===== config.mk =====
export PLATFORM = sky130hd
export DESIGN_NAME = axil_req_sched
export DESIGN_NICKNAME = d
export VERILOG_FILES = /design/src/rtl/axil_req_sched.sv
export SDC_FILE = /design/constraint.sdc
export NUM_CORES = 1
export LEC_CHECK = 0
export ABC_AREA = 1
export BUFFER_PORTS_ARGS = -buffer_cell sky130_fd_sc_hd__clkbuf_2
export CAP_MARGIN = 0
export CORE_AREA = 2 2 184 186
export DETAILED_ROUTE_END_ITERATION = 8
export DIE_AREA = 0 0 186 188
export PLACE_DENSITY = 0.61
export REMOVE_ABC_BUFFERS = 1
export SLEW_MARGIN = 20
export SYNTH_ARGS = -nofsm -noshare
export SYNTH_HDL_FRONTEND = slang
export SYNTH_SLANG_ARGS = --single-unit

===== constraint.sdc =====
create_clock -name clk_i -period 2.88 [get_ports clk_i]
set_input_delay 0.576 -clock clk_i [delete_from_list [all_inputs] [get_ports clk_i]]
set_output_delay 0.576 -clock clk_i [all_outputs]
set_load 0.1 [all_outputs]

===== src/rtl/axil_req_sched.sv =====
// Round-robin scheduler that serialises single-beat register requests from NUM_REQ requesters
// onto one AXI-Lite master port, with a bounded wait for B/R responses.
module axil_req_sched #(
  parameter int unsigned NUM_REQ        = 4,
  parameter int unsigned AXI_ADDR_WIDTH = 32,
  parameter int unsigned AXI_DATA_WIDTH = 32,
  parameter int unsigned TIMEOUT_CYCLES = 256
) (
  input  logic                                  clk_i,
  input  logic                                  rst_ni,
  input  logic [NUM_REQ-1:0]                    req_valid_i,
  input  logic [NUM_REQ-1:0]                    req_write_i,
  input  logic [NUM_REQ*AXI_ADDR_WIDTH-1:0]     req_addr_i,
  input  logic [NUM_REQ*AXI_DATA_WIDTH-1:0]     req_wdata_i,
  input  logic [NUM_REQ*AXI_DATA_WIDTH/8-1:0]   req_wstrb_i,
  output logic [NUM_REQ-1:0]                    rsp_ready_o,
  output logic                                  rsp_error_o,
  output logic [AXI_DATA_WIDTH-1:0]             rsp_rdata_o,
  output logic [AXI_ADDR_WIDTH-1:0]             aw_addr_o,
  output logic [2:0]                            aw_prot_o,
  output logic                                  aw_valid_o,
  input  logic                                  aw_ready_i,
  output logic [AXI_DATA_WIDTH-1:0]             w_data_o,
  output logic [AXI_DATA_WIDTH/8-1:0]           w_strb_o,
  output logic                                  w_valid_o,
  input  logic                                  w_ready_i,
  input  logic [1:0]                            b_resp_i,
  input  logic                                  b_valid_i,
  output logic                                  b_ready_o,
  output logic [AXI_ADDR_WIDTH-1:0]             ar_addr_o,
  output logic [2:0]                            ar_prot_o,
  output logic                                  ar_valid_o,
  input  logic                                  ar_ready_i,
  input  logic [AXI_DATA_WIDTH-1:0]             r_data_i,
  input  logic [1:0]                            r_resp_i,
  input  logic                                  r_valid_i,
  output logic                                  r_ready_o,
  output logic                                  busy_o,
  output logic                                  timeout_o
);

  localparam int unsigned StrbW = AXI_DATA_WIDTH / 8;
  localparam int unsigned IdxW  = (NUM_REQ > 1) ? $clog2(NUM_REQ) : 1;
  localparam int unsigned CntW  = $clog2(TIMEOUT_CYCLES + 2);

  typedef enum logic [2:0] {
    StIdle, StWr, StWrResp, StRdAddr, StRdResp, StResp
  } state_e;

  state_e                    state_q, state_d;
  logic [IdxW-1:0]           ptr_q, ptr_d;
  logic [IdxW-1:0]           grant_q, grant_d;
  logic                      write_q, write_d;
  logic [AXI_ADDR_WIDTH-1:0] addr_q, addr_d;
  logic [AXI_DATA_WIDTH-1:0] wdata_q, wdata_d;
  logic [StrbW-1:0]          wstrb_q, wstrb_d;
  logic                      aw_done_q, aw_done_d;
  logic                      w_done_q, w_done_d;
  logic [CntW-1:0]           cnt_q, cnt_d;
  logic                      err_q, err_d;
  logic [AXI_DATA_WIDTH-1:0] rdata_q, rdata_d;
  logic                      timeout_q, timeout_d;

  logic [IdxW-1:0]           arb_idx;
  logic                      arb_found;
  logic [CntW-1:0]           cnt_inc;
  logic                      tmo_hit;

  // First valid requester at or above the pointer, wrapping modulo NUM_REQ.
  always_comb begin : p_arb
    int unsigned cand;
    cand      = 0;
    arb_found = 1'b0;
    arb_idx   = ptr_q;
    for (int unsigned k = 0; k < NUM_REQ; k++) begin
      cand = (32'(ptr_q) + k) % NUM_REQ;
      if (!arb_found && req_valid_i[IdxW'(cand)]) begin
        arb_found = 1'b1;
        arb_idx   = IdxW'(cand);
      end
    end
  end

  assign cnt_inc = cnt_q + 1'b1;
  assign tmo_hit = (TIMEOUT_CYCLES != 0) && (cnt_inc == CntW'(TIMEOUT_CYCLES));

  always_comb begin
    state_d   = state_q;
    ptr_d     = ptr_q;
    grant_d   = grant_q;
    write_d   = write_q;
    addr_d    = addr_q;
    wdata_d   = wdata_q;
    wstrb_d   = wstrb_q;
    aw_done_d = aw_done_q;
    w_done_d  = w_done_q;
    cnt_d     = cnt_q;
    err_d     = err_q;
    rdata_d   = rdata_q;
    timeout_d = timeout_q;
    unique case (state_q)
      StIdle: begin
        if (arb_found) begin
          grant_d   = arb_idx;
          ptr_d     = (32'(arb_idx) == NUM_REQ - 1) ? '0 : arb_idx + 1'b1;
          write_d   = req_write_i[arb_idx];
          addr_d    = req_addr_i[32'(arb_idx) * AXI_ADDR_WIDTH +: AXI_ADDR_WIDTH];
          wdata_d   = req_wdata_i[32'(arb_idx) * AXI_DATA_WIDTH +: AXI_DATA_WIDTH];
          wstrb_d   = req_wstrb_i[32'(arb_idx) * StrbW +: StrbW];
          aw_done_d = 1'b0;
          w_done_d  = 1'b0;
          state_d   = req_write_i[arb_idx] ? StWr : StRdAddr;
        end
      end
      StWr: begin
        // Valids are already low once done, so ready alone marks the handshake.
        aw_done_d = aw_done_q | aw_ready_i;
        w_done_d  = w_done_q | w_ready_i;
        if (aw_done_d && w_done_d) begin
          cnt_d   = '0;
          state_d = StWrResp;
        end
      end
      StRdAddr: begin
        if (ar_ready_i) begin
          cnt_d   = '0;
          state_d = StRdResp;
        end
      end
      StWrResp: begin
        if (b_valid_i) begin
          err_d   = (b_resp_i != 2'b00);
          rdata_d = '0;
          state_d = StResp;
        end else begin
          cnt_d = cnt_inc;
          if (tmo_hit) begin
            err_d     = 1'b1;
            rdata_d   = '0;
            timeout_d = 1'b1;
            state_d   = StResp;
          end
        end
      end
      StRdResp: begin
        if (r_valid_i) begin
          err_d   = (r_resp_i != 2'b00);
          rdata_d = r_data_i;
          state_d = StResp;
        end else begin
          cnt_d = cnt_inc;
          if (tmo_hit) begin
            err_d     = 1'b1;
            rdata_d   = '0;
            timeout_d = 1'b1;
            state_d   = StResp;
          end
        end
      end
      StResp:  state_d = StIdle;
      default: state_d = StIdle;
    endcase
  end

  always_ff @(posedge clk_i) begin
    if (!rst_ni) begin
      state_q   <= StIdle;
      ptr_q     <= '0;
      grant_q   <= '0;
      write_q   <= 1'b0;
      addr_q    <= '0;
      wdata_q   <= '0;
      wstrb_q   <= '0;
      aw_done_q <= 1'b0;
      w_done_q  <= 1'b0;
      cnt_q     <= '0;
      err_q     <= 1'b0;
      rdata_q   <= '0;
      timeout_q <= 1'b0;
    end else begin
      state_q   <= state_d;
      ptr_q     <= ptr_d;
      grant_q   <= grant_d;
      write_q   <= write_d;
      addr_q    <= addr_d;
      wdata_q   <= wdata_d;
      wstrb_q   <= wstrb_d;
      aw_done_q <= aw_done_d;
      w_done_q  <= w_done_d;
      cnt_q     <= cnt_d;
      err_q     <= err_d;
      rdata_q   <= rdata_d;
      timeout_q <= timeout_d;
    end
  end

  assign aw_valid_o = (state_q == StWr) && !aw_done_q;
  assign w_valid_o  = (state_q == StWr) && !w_done_q;
  assign ar_valid_o = (state_q == StRdAddr);
  assign aw_addr_o  = aw_valid_o ? addr_q : '0;
  assign ar_addr_o  = ar_valid_o ? addr_q : '0;
  assign w_data_o   = w_valid_o ? wdata_q : '0;
  assign w_strb_o   = w_valid_o ? wstrb_q : '0;
  assign aw_prot_o  = 3'b000;
  assign ar_prot_o  = 3'b000;

  // Ready in IDLE too, so late responses after a timeout are drained.
  assign b_ready_o = (state_q == StIdle) || (state_q == StWrResp) || (state_q == StRdResp);
  assign r_ready_o = b_ready_o;

  always_comb begin
    rsp_ready_o = '0;
    if (state_q == StResp) rsp_ready_o[grant_q] = 1'b1;
  end

  assign rsp_error_o = (state_q == StResp) && err_q;
  assign rsp_rdata_o = (state_q == StResp) ? rdata_q : '0;
  assign busy_o      = (state_q != StIdle);
  assign timeout_o   = timeout_q;

endmodule


# == After elaboration in Yosys (flattened, before gate mapping) ==
# Index checks and enable logic that the tools add are counted.
# totals
register_bits,120
in_bits,323
output_inout_bits,150
word_cells,122
# op_classes
addsub,5
magnitude_cmp,7
eq_ne,12
shifts,3
muxes,54
n_bitwise,2
reduce_logical,27
# op_table
op,count
$shiftx A128 B8 Y32,2
$mux W32,7
$pmux W32 S2,1
$mux W9,4
$pmux W9 S4,1
$lt A2 B3 Y1 const B,6
$mux W3,6
$mux W1,17
$shiftx A16 B5 Y4,1
$pmux W3 S5,1
$bmux W1 S2,5
$mux W2,5
$add A9 B1 Y9 const B,1
$eq A9 B9 Y1 const B,1
$logic_and A1 B1 Y1,8
$mux W4,2
$ne A2 B2 Y1 const B,4
$pmux W1 S2,4
$reduce_bool A2 Y1,4
$eq A3 B2 Y1 const B,2
$eq A3 B3 Y1 const B,2
$reduce_and A3 Y1,2
$logic_not A1 Y1,5
$reduce_and A5 Y1,1
13 further kinds,18

# == Longest topological paths before layout ==
# Gate-level depths: netlist of run 1.
# depth
ltp_word,17
ltp_mapped,19
mapped_depth_nobuf,17

# == Worst setup path before layout of run 1 ==
# OpenSTA, ideal clock, no wires.
# synth_timing
kind,register to output
from,reg state_q[0]
to,out w_data_o[10]
arrival_time_ps,4263
setup_slack_ps,-1959
path_stages_with_launch,10
path_cell_list,dfxtp_1 -> inv_1 -> nor2_1 -> inv_1 -> nor2_1 -> inv_1 -> nor2_1 -> clkinv_1 -> clkbuf_1 -> nor2_1
# synth_via
elab_chain_cells,3
# synth_rtl
item,line,text
from (decl),50,"state_e state_q, state_d;"
from (signal assigned),167,state_q <= StIdle;
from (signal assigned),181,state_q <= state_d;
$eq A3 B1 Y1,198,assign w_valid_o = (state_q == StWr) && !w_done_q;
$logic_and A1 B1 Y1,198,
via w_valid_o,25,"output logic w_valid_o,"
$mux W32,202,assign w_data_o = w_valid_o ? wdata_q : '0;
to (decl),23,"output logic [AXI_DATA_WIDTH-1:0] w_data_o,"
# The timed path passes the listed nets, and every way through them passes these cells.

# == Final worst setup path of run 1 ==
# layout_timing
from,reg state_q[0]
to,out ar_addr_o[21]
# layout_via
elab_chain_cells,2
# layout_rtl
item,line,text
$eq A3 B2 Y1,199,assign ar_valid_o = (state_q == StRdAddr);
$mux W32,201,assign ar_addr_o = ar_valid_o ? addr_q : '0;
to (decl),30,"output logic [AXI_ADDR_WIDTH-1:0] ar_addr_o,"
# No other way between the ends.

==> flow_metrics.tcl, run 1 <==
set metrics [dict create \
    vias 10260 \
    ir_drop_mv 0.5810 \
    tightest_slew_ns 0.8748 \
    leakage_nw 6.294 \
    final_max_slew_viol_count 0 \
    power_w 0.01429 \
    synth_top_family_by_area "simple AND/OR/NAND/NOR gates" \
    power-per-cell-area_nw_per_um2 1068 \
    vias_per_cell 4.505 \
    nNetsFinal 2144 \
    rsz0062_at_grt "false" \
    drive_above_1_share 0.3432 \
    grt_overflow 0 \
    grt_pass1_vias 9776 \
    hpwl_mm 25.12 \
    h-tree-depth 4 \
    status "complete, no violations" \
    cp.arrival_ns 2.19 \
    chipWidth_um 186 \
    synth_adder_area_share 0.004625 \
    whs_ns 0.4029 \
    fmax_mhz 361.4 \
    placed_cells 2246 \
    timing.final.ws_setup_ns 0.1130 \
    cts_root_buf "clkbuf_16" \
    portBuffers 466 \
    min_path_type "in -> reg" \
    yosys_warnings 0 \
    place_congestion 0.8499 \
    cts-buffers-inserted 17 \
    grt_usage 0.1866 \
    clockBufferDepth 2 \
    worstPathMaxFanout 23 \
    dieArea_sq_um 34970 \
    synth_mux_area_frac 0 \
    drtPass1Iterations 5 \
    ant_nets 0 \
    cts_setup_buffers 0 \
    path_class "reg -> out" \
    synth-simple-area-share 0.3099 \
    end_kind "output port" \
    grt_max_degree 73 \
    wirelength_mm 33.79 \
    synth_compound_area_frac 0.2236 \
    fp-row-count 67 \
    synth.distinct_cells 35 \
    synth_area_sq_um 8115 \
    instances_no_fill 2278 \
    synth_xor_area_frac 0.007555 \
    finalCritPeriodShare 0.9608 \
    synthFlopType "dfxtp_1" \
    required_ns 2.30 \
    initial_utilization 0.2451 \
    area_delta_synth_final_pct 64.86 \
    holdBufCountCts 0 \
    slew-limit-headroom 0.4168 \
    synth_cells 1397 \
    synth_seq_cells 120 \
    ys_async_sr_fraction 0 \
    drc 0 \
    wl_per_cell_um 14.83 \
    yosysSeqAreaShare 0.2960 \
    fp.dieH_um 188 \
    post-place-ws_ns 0.1575 \
    avgSynthCellArea_sq_um 5.809 \
    antenna_found_initial 0 \
    worst_setup_path_start_kind "flop" \
    cts_sinks 120 \
    drt_iter0_drc 391 \
    finalHoldViolations 0 \
    period_needed_ns 2.767 \
    synth_edf_count 0 \
    coreArea_sq_um 33110 \
    grt_pass1_wl_mm 51.29 \
    skew_ns 0.01048 \
    setup_viol_count_final 0 \
    clk_pin_slew_ns 0.06 \
    num-fill-cells 3527 \
    fin_setup_tns_ns 0 \
    io_pins 473 \
    antenna_cells_inserted 0 \
    tritoncts "yes" \
    clock_latency_ns 0.41 \
    cap_viol_max_count 0 \
]
-- sequential cells by signal, indices dropped and copies added (netlist names) --
name,cells
addr_q,32
rdata_q,32
wdata_q,32
cnt_q,9
wstrb_q,4
state_q,3
grant_q,2
ptr_q,2
aw_done_q,1
err_q,1
timeout_o,1
w_done_q,1
-- per-stage QoR --
| stage | util | area [sq um] |
|---|---|---|
| 2_1_floorplan | - | 7626 |
| 3_3_place_gp | 0.3773 | 12490 |
| 3_5_place_dp | 0.3773 | 12490 |
| 4_1_cts | 0.3984 | 13190 |
| 5_1_grt | 0.4040 | 13380 |
| 6_report | 0.4040 | 13380 |
-- cell type report --
class,instances,area [sq um],share of cell area
clock buffer,20,456.7,0.03413
multi-input combinational,976,4715,0.3524
tap,448,560.5,0.04190
inverter,206,787.0,0.05882
clock inverter,11,101.3,0.007575
timing repair buffer,497,4354,0.3254
sequential,120,2405,0.1797
-- per-layer routing --
| layer | vias up | GRT usage | routed length [um] |
|---|---|---|---|
| li1 | 5203 | - | - |
| met3 | 41 | 0.02933 | 1887 |
| met4 | 0 | 0.06693 | 750 |
| met1 | 4625 | 0.2238 | 14180 |
| met5 | - | 0 | 0 |
| met2 | 394 | 0.3327 | 16980 |
-- where the power goes --
group / leakage [nW] / total, W / internal (W) / switching [W]
clock network: 0.252 / 0.00205 / 0.00123 / 0.000827
registers: 0.987 / 0.00229 / 0.00212 / 0.000166
logic: 5.05 / 0.00994 / 0.00310 / 0.00684
-- cell usage after synthesis (all sizes together) (7+ instances only) --
cell type | instances | area share
clkbuf | 42 | 0.019
o21ai | 126 | 0.078
a21oi | 111 | 0.068
nor2 | 357 | 0.17
nand2 | 235 | 0.11
o211ai | 77 | 0.071
inv | 204 | 0.094
dfxtp | 120 | 0.30
nand3 | 27 | 0.017
nor3 | 7 | 0.0043
or2 | 9 | 0.0069
buf | 58 | 0.043
-- worst max-delay path, stage by stage (launching register included) --
cell and delay (ns):
dfxtp_2 0.36, inv_1 0.07, nor2_2 0.11, inv_1 0.10, nor2_1 0.26, inv_4 0.17
buf_12 0.19, nor2_1 0.22, buf_6 0.26
-- path summary, 6_finish.rpt --
path                                 from                  endpoint  slack (ns)  cells after the start
setup / recovery  state_q[0]$_SDFFE_PN0P_             ar_addr_o[21]        0.11                      8
setup reg to reg    ptr_q[0]$_SDFFE_PN0P_   addr_q[11]$_SDFFE_PN0P_        0.34                     16
hold reg to reg    timeout_o$_SDFFE_PN0P_    timeout_o$_SDFFE_PN0P_        0.45                      2
hold / removal               r_data_i[28]  rdata_q[28]$_SDFFE_PN0P_        0.40                      3
-- cells in the final DEF (no fill, tap or decap), types with 5 or more instances in the layout --
cell | netlist | layout
a21oi_1 | 111 | 111
buf_12 | 0 | 114
buf_4 | 17 | 35
clkbuf_16 | 0 | 18
clkbuf_2 | 0 | 334
clkbuf_4 | 0 | 10
clkinvlp_4 | 0 | 7
conb_1 | 1 | 6
dfxtp_1 | 120 | 118
inv_1 | 199 | 198
nand2_1 | 231 | 230
nand3_1 | 26 | 26
nor2_1 | 354 | 283
nor2_2 | 2 | 59
nor2_4 | 1 | 15
nor3_1 | 7 | 7
o211ai_1 | 77 | 77
o21ai_0 | 103 | 103
o21ai_1 | 23 | 22
or2_2 | 8 | 8
xor2_1 | 5 | 5
-- logic make-up after synthesis --
family | count (synthesis)
buffers and inverters | 306
XOR/XNOR | 7
other | 1
flip-flops | 120
AND/OR/NAND/NOR | 639
AO/OA/AOI/OAI | 321
adder cells (fa/ha/maj) | 3
-- what timing repair did --
action                                  4_1_cts  5_1_grt
resized for setup                            55       58
gates cloned                                  0        1
endpoints found under the setup margin       82      126
Note: power is estimated with default switching activity, not from simulation.
==> run 2: changes to the inputs <==
--- a/config.mk
+++ b/config.mk
@@ -5,12 +5,11 @@
 export SDC_FILE = /design/constraint.sdc
 export NUM_CORES = 1
 export LEC_CHECK = 0
-export ABC_AREA = 1
 export BUFFER_PORTS_ARGS = -buffer_cell sky130_fd_sc_hd__clkbuf_2
 export CAP_MARGIN = 0
-export CORE_AREA = 2 2 184 186
+export CORE_AREA = 2 2 182 184
 export DETAILED_ROUTE_END_ITERATION = 8
-export DIE_AREA = 0 0 186 188
+export DIE_AREA = 0 0 184 186
 export PLACE_DENSITY = 0.61
 export REMOVE_ABC_BUFFERS = 1
 export SLEW_MARGIN = 20
==> run 2 against run 1 <==
- fmax increased by 1.9%
- clock power is 5% higher
- area after synthesis is 4.1% lower
- final cell count is 23% lower
- routed wire length is 9.5% lower
- clock skew about the same
- largest cell class unchanged
==> flow_metrics.tcl, run 2 <==
set metrics [dict create \
    place_area_sq_um 12620 \
    hpwl_mm 23.57 \
    ys_async_sr_fraction 0 \
    vias_per_cell 4.748 \
    required_ns 2.30 \
    clockBufferDepth 2 \
    ir_drop_mv 0.5453 \
    tritoncts "yes" \
    clock_latency_ns 0.41 \
    cts_sinks 120 \
    layout_common_cells "clkbuf_2, mux2i_1, buf_12" \
    skew_ns 0.01035 \
    leakage_nw 5.885 \
    grt_pass1_vias 7982 \
    ant_nets 0 \
    grt_pass1_wl_mm 45.21 \
    cp_slowest_cell "dfxtp_1" \
    vias 8314 \
    period_needed_ns 2.716 \
    path_buf_inv 3 \
    drive_above_1_share 0.4635 \
    drt_iter0_drc 419 \
    fmax_mhz 368.2 \
    nNetsFinal 1655 \
    synth.distinct_cells 51 \
    h-tree-depth 4 \
    chipWidth_um 184 \
    end_kind "output port" \
    area_delta_synth_final_pct 69.71 \
    coreArea_sq_um 32210 \
    clk_pin_slew_ns 0.07 \
    synth_cells 882 \
    grt_max_degree 56 \
    wl_per_cell_um 17.46 \
    placed_cells 1717 \
    fp-row-count 66 \
    final_area_sq_um 13210 \
    final_max_slew_viol_count 0 \
    post-place-ws_ns 0.1652 \
    finalHoldViolations 0 \
    cap_viol_max_count 0 \
    instances_no_fill 1751 \
    antenna_found_initial 2 \
    synthTopCellsByArea "dfxtp_1, mux2i_1, mux2_2" \
    cts_root_buf "clkbuf_16" \
    slew-limit-headroom 0.3750 \
    yosysTopAreaCell "dfxtp_1" \
    holdBufCountCts 0 \
    place_congestion 0.8740 \
    r2r_start "cnt_q[0]$_SDFFE_PN0P_" \
    worstPathMaxFanout 27 \
    finalCritPeriodShare 0.9431 \
    r2r.worst_path.cells 7 \
    power-per-cell-area_nw_per_um2 908.9 \
    synthFlopType "dfxtp_1" \
    yosys_warnings 0 \
    setup_viol_count_final 0 \
    tightest_slew_ns 0.9358 \
    critPathCapture "ar_addr_o[25]" \
    path_class "reg -> out" \
    rsz0062_at_grt "false" \
    power_w 0.01201 \
    dieArea_sq_um 34220 \
    synth_seq_cells 120 \
    yosysSeqAreaShare 0.3085 \
    drtPass1Iterations 5 \
    cp-startpoint "state_q[1]$_SDFFE_PN0P_" \
    synth_common_cells "mux2i_1, dfxtp_1, and2_1" \
    initial_utilization 0.2418 \
    worst_setup_path_start_kind "flop" \
    portBuffers 466 \
    hold_depth 2 \
    status "complete, no violations" \
    timing.final.ws_setup_ns 0.1638 \
    min_path_type "in -> reg" \
    reg2reg_to "rdata_q[7]$_SDFFE_PN0P_" \
    cts-buffers-inserted 17 \
    grt_overflow 0 \
    grt_usage 0.1734 \
    layout_commonest_cell "clkbuf_2" \
    synth_top_area_frac 0.3085 \
    io_pins 473 \
    path_depth 5 \
    synth_edf_count 0 \
    fin_setup_tns_ns 0 \
    cpPeakStageDelay_ns 0.55 \
    path_delay_family "buffers and inverters" \
    wirelength_mm 30.57 \
    synth_most_common_cell "mux2i_1" \
    fp.dieH_um 186 \
    reg_top3 "addr_q: 32 flops, rdata_q: 32 flops, wdata_q: 32 flops" \
    crit_chain "inv_1, nor2_2, buf_6, and3_1, buf_12" \
    r2r_setup_slack_ns 0.43 \
    cts_setup_buffers 0 \
    cp.arrival_ns 2.14 \
    drc 0 \
    synth_area_sq_um 7786 \
    avgSynthCellArea_sq_um 8.828 \
]
run 2: changes by cell type after synthesis, sizes merged, moves of 76 or more:
cell | previous run | this run
nor2 | 357 | 22
nand2 | 235 | 31
a21oi | 111 | 19
o211ai | 77 | 1
inv | 204 | 10
and2 | 0 | 103
mux2i | 0 | 139
run 2: cell families (layout without fill, tap and decap cells):
group | Yosys count | in the layout | share of synthesized area
multiplexers | 207 | 207 | 0.2770
flip-flops | 120 | 120 | 0.3085
other | 1 | 7 | 0.0004816
adder cells (fa/ha/maj) | 3 | 3 | 0.004821
buffers and inverters | 94 | 548 | 0.06396
XOR/XNOR | 3 | 3 | 0.003375
AND/OR/NAND/NOR | 301 | 301 | 0.2168
AO/OA/AOI/OAI | 153 | 154 | 0.1250
run 2: where the power goes:
part | total (W) | internal (W) | leakage [nW] | switching, W
logic | 0.00730 | 0.00278 | 4.63 | 0.00452
registers | 0.00255 | 0.00219 | 0.982 | 0.000362
clock network | 0.00216 | 0.00122 | 0.277 | 0.000938
run 2: area by class of cell:
type,instances,area (sq um)
Clock buffer,17,425.4
Antenna cell,1,2.502
Multi-Input combinational cell,674,4965
Fill cell,3215,18990
Clock inverter,15,153.9
Tap cell,408,510.5
Sequential cell,120,2404
Timing Repair Buffer,506,4716
Inverter,10,37.54
run 2: how the worst min path moves through the flow:
stage	start	endpoint	slack (ns)
6_report	r_data_i[9]	rdata_q[9]$_SDFFE_PN0P_	0.38
5_1_grt	r_data_i[9]	rdata_q[9]$_SDFFE_PN0P_	0.36
4_1_cts	r_data_i[9]	rdata_q[9]$_SDFFE_PN0P_	0.35
3_5_place_dp	wdata_q[12]$_SDFFE_PN0P_	wdata_q[12]$_SDFFE_PN0P_	0.44
3_3_place_gp	wstrb_q[1]$_SDFFE_PN0P_	wstrb_q[1]$_SDFFE_PN0P_	0.44
2_1_floorplan	wdata_q[0]$_SDFFE_PN0P_	wdata_q[0]$_SDFFE_PN0P_	0.43
run 2: per-layer routing:
layer | vias to the layer above | share of wire | wire length, um | GRT usage
met4 | 2 | 0.027 | 824 | 0.06496
met5 | - | 0.00043 | 13 | 0
met3 | 43 | 0.060 | 1828 | 0.03150
li1 | 4041 | - | - | -
met2 | 345 | 0.51 | 15730 | 0.3128
met1 | 3883 | 0.40 | 12170 | 0.2042
run 2: repair_timing:
| action | in CTS | in global routing |
|---|---|---|
| setup endpoints to repair | 0 | 15 |
| gates resized for setup | 0 | 1 |
| hold endpoints to repair | 0 | 0 |
run 2: per-stage QoR:
| stage | util | hold WS [ns] |
|---|---|---|
| 6_report | 0.4103 | 0.3790 |
| 5_1_grt | 0.4103 | 0.3580 |
| 4_1_cts | 0.4097 | 0.3539 |
| 3_5_place_dp | 0.3917 | 0.4441 |
| 3_3_place_gp | 0.3917 | 0.4403 |
| 2_1_floorplan | - | 0.4321 |
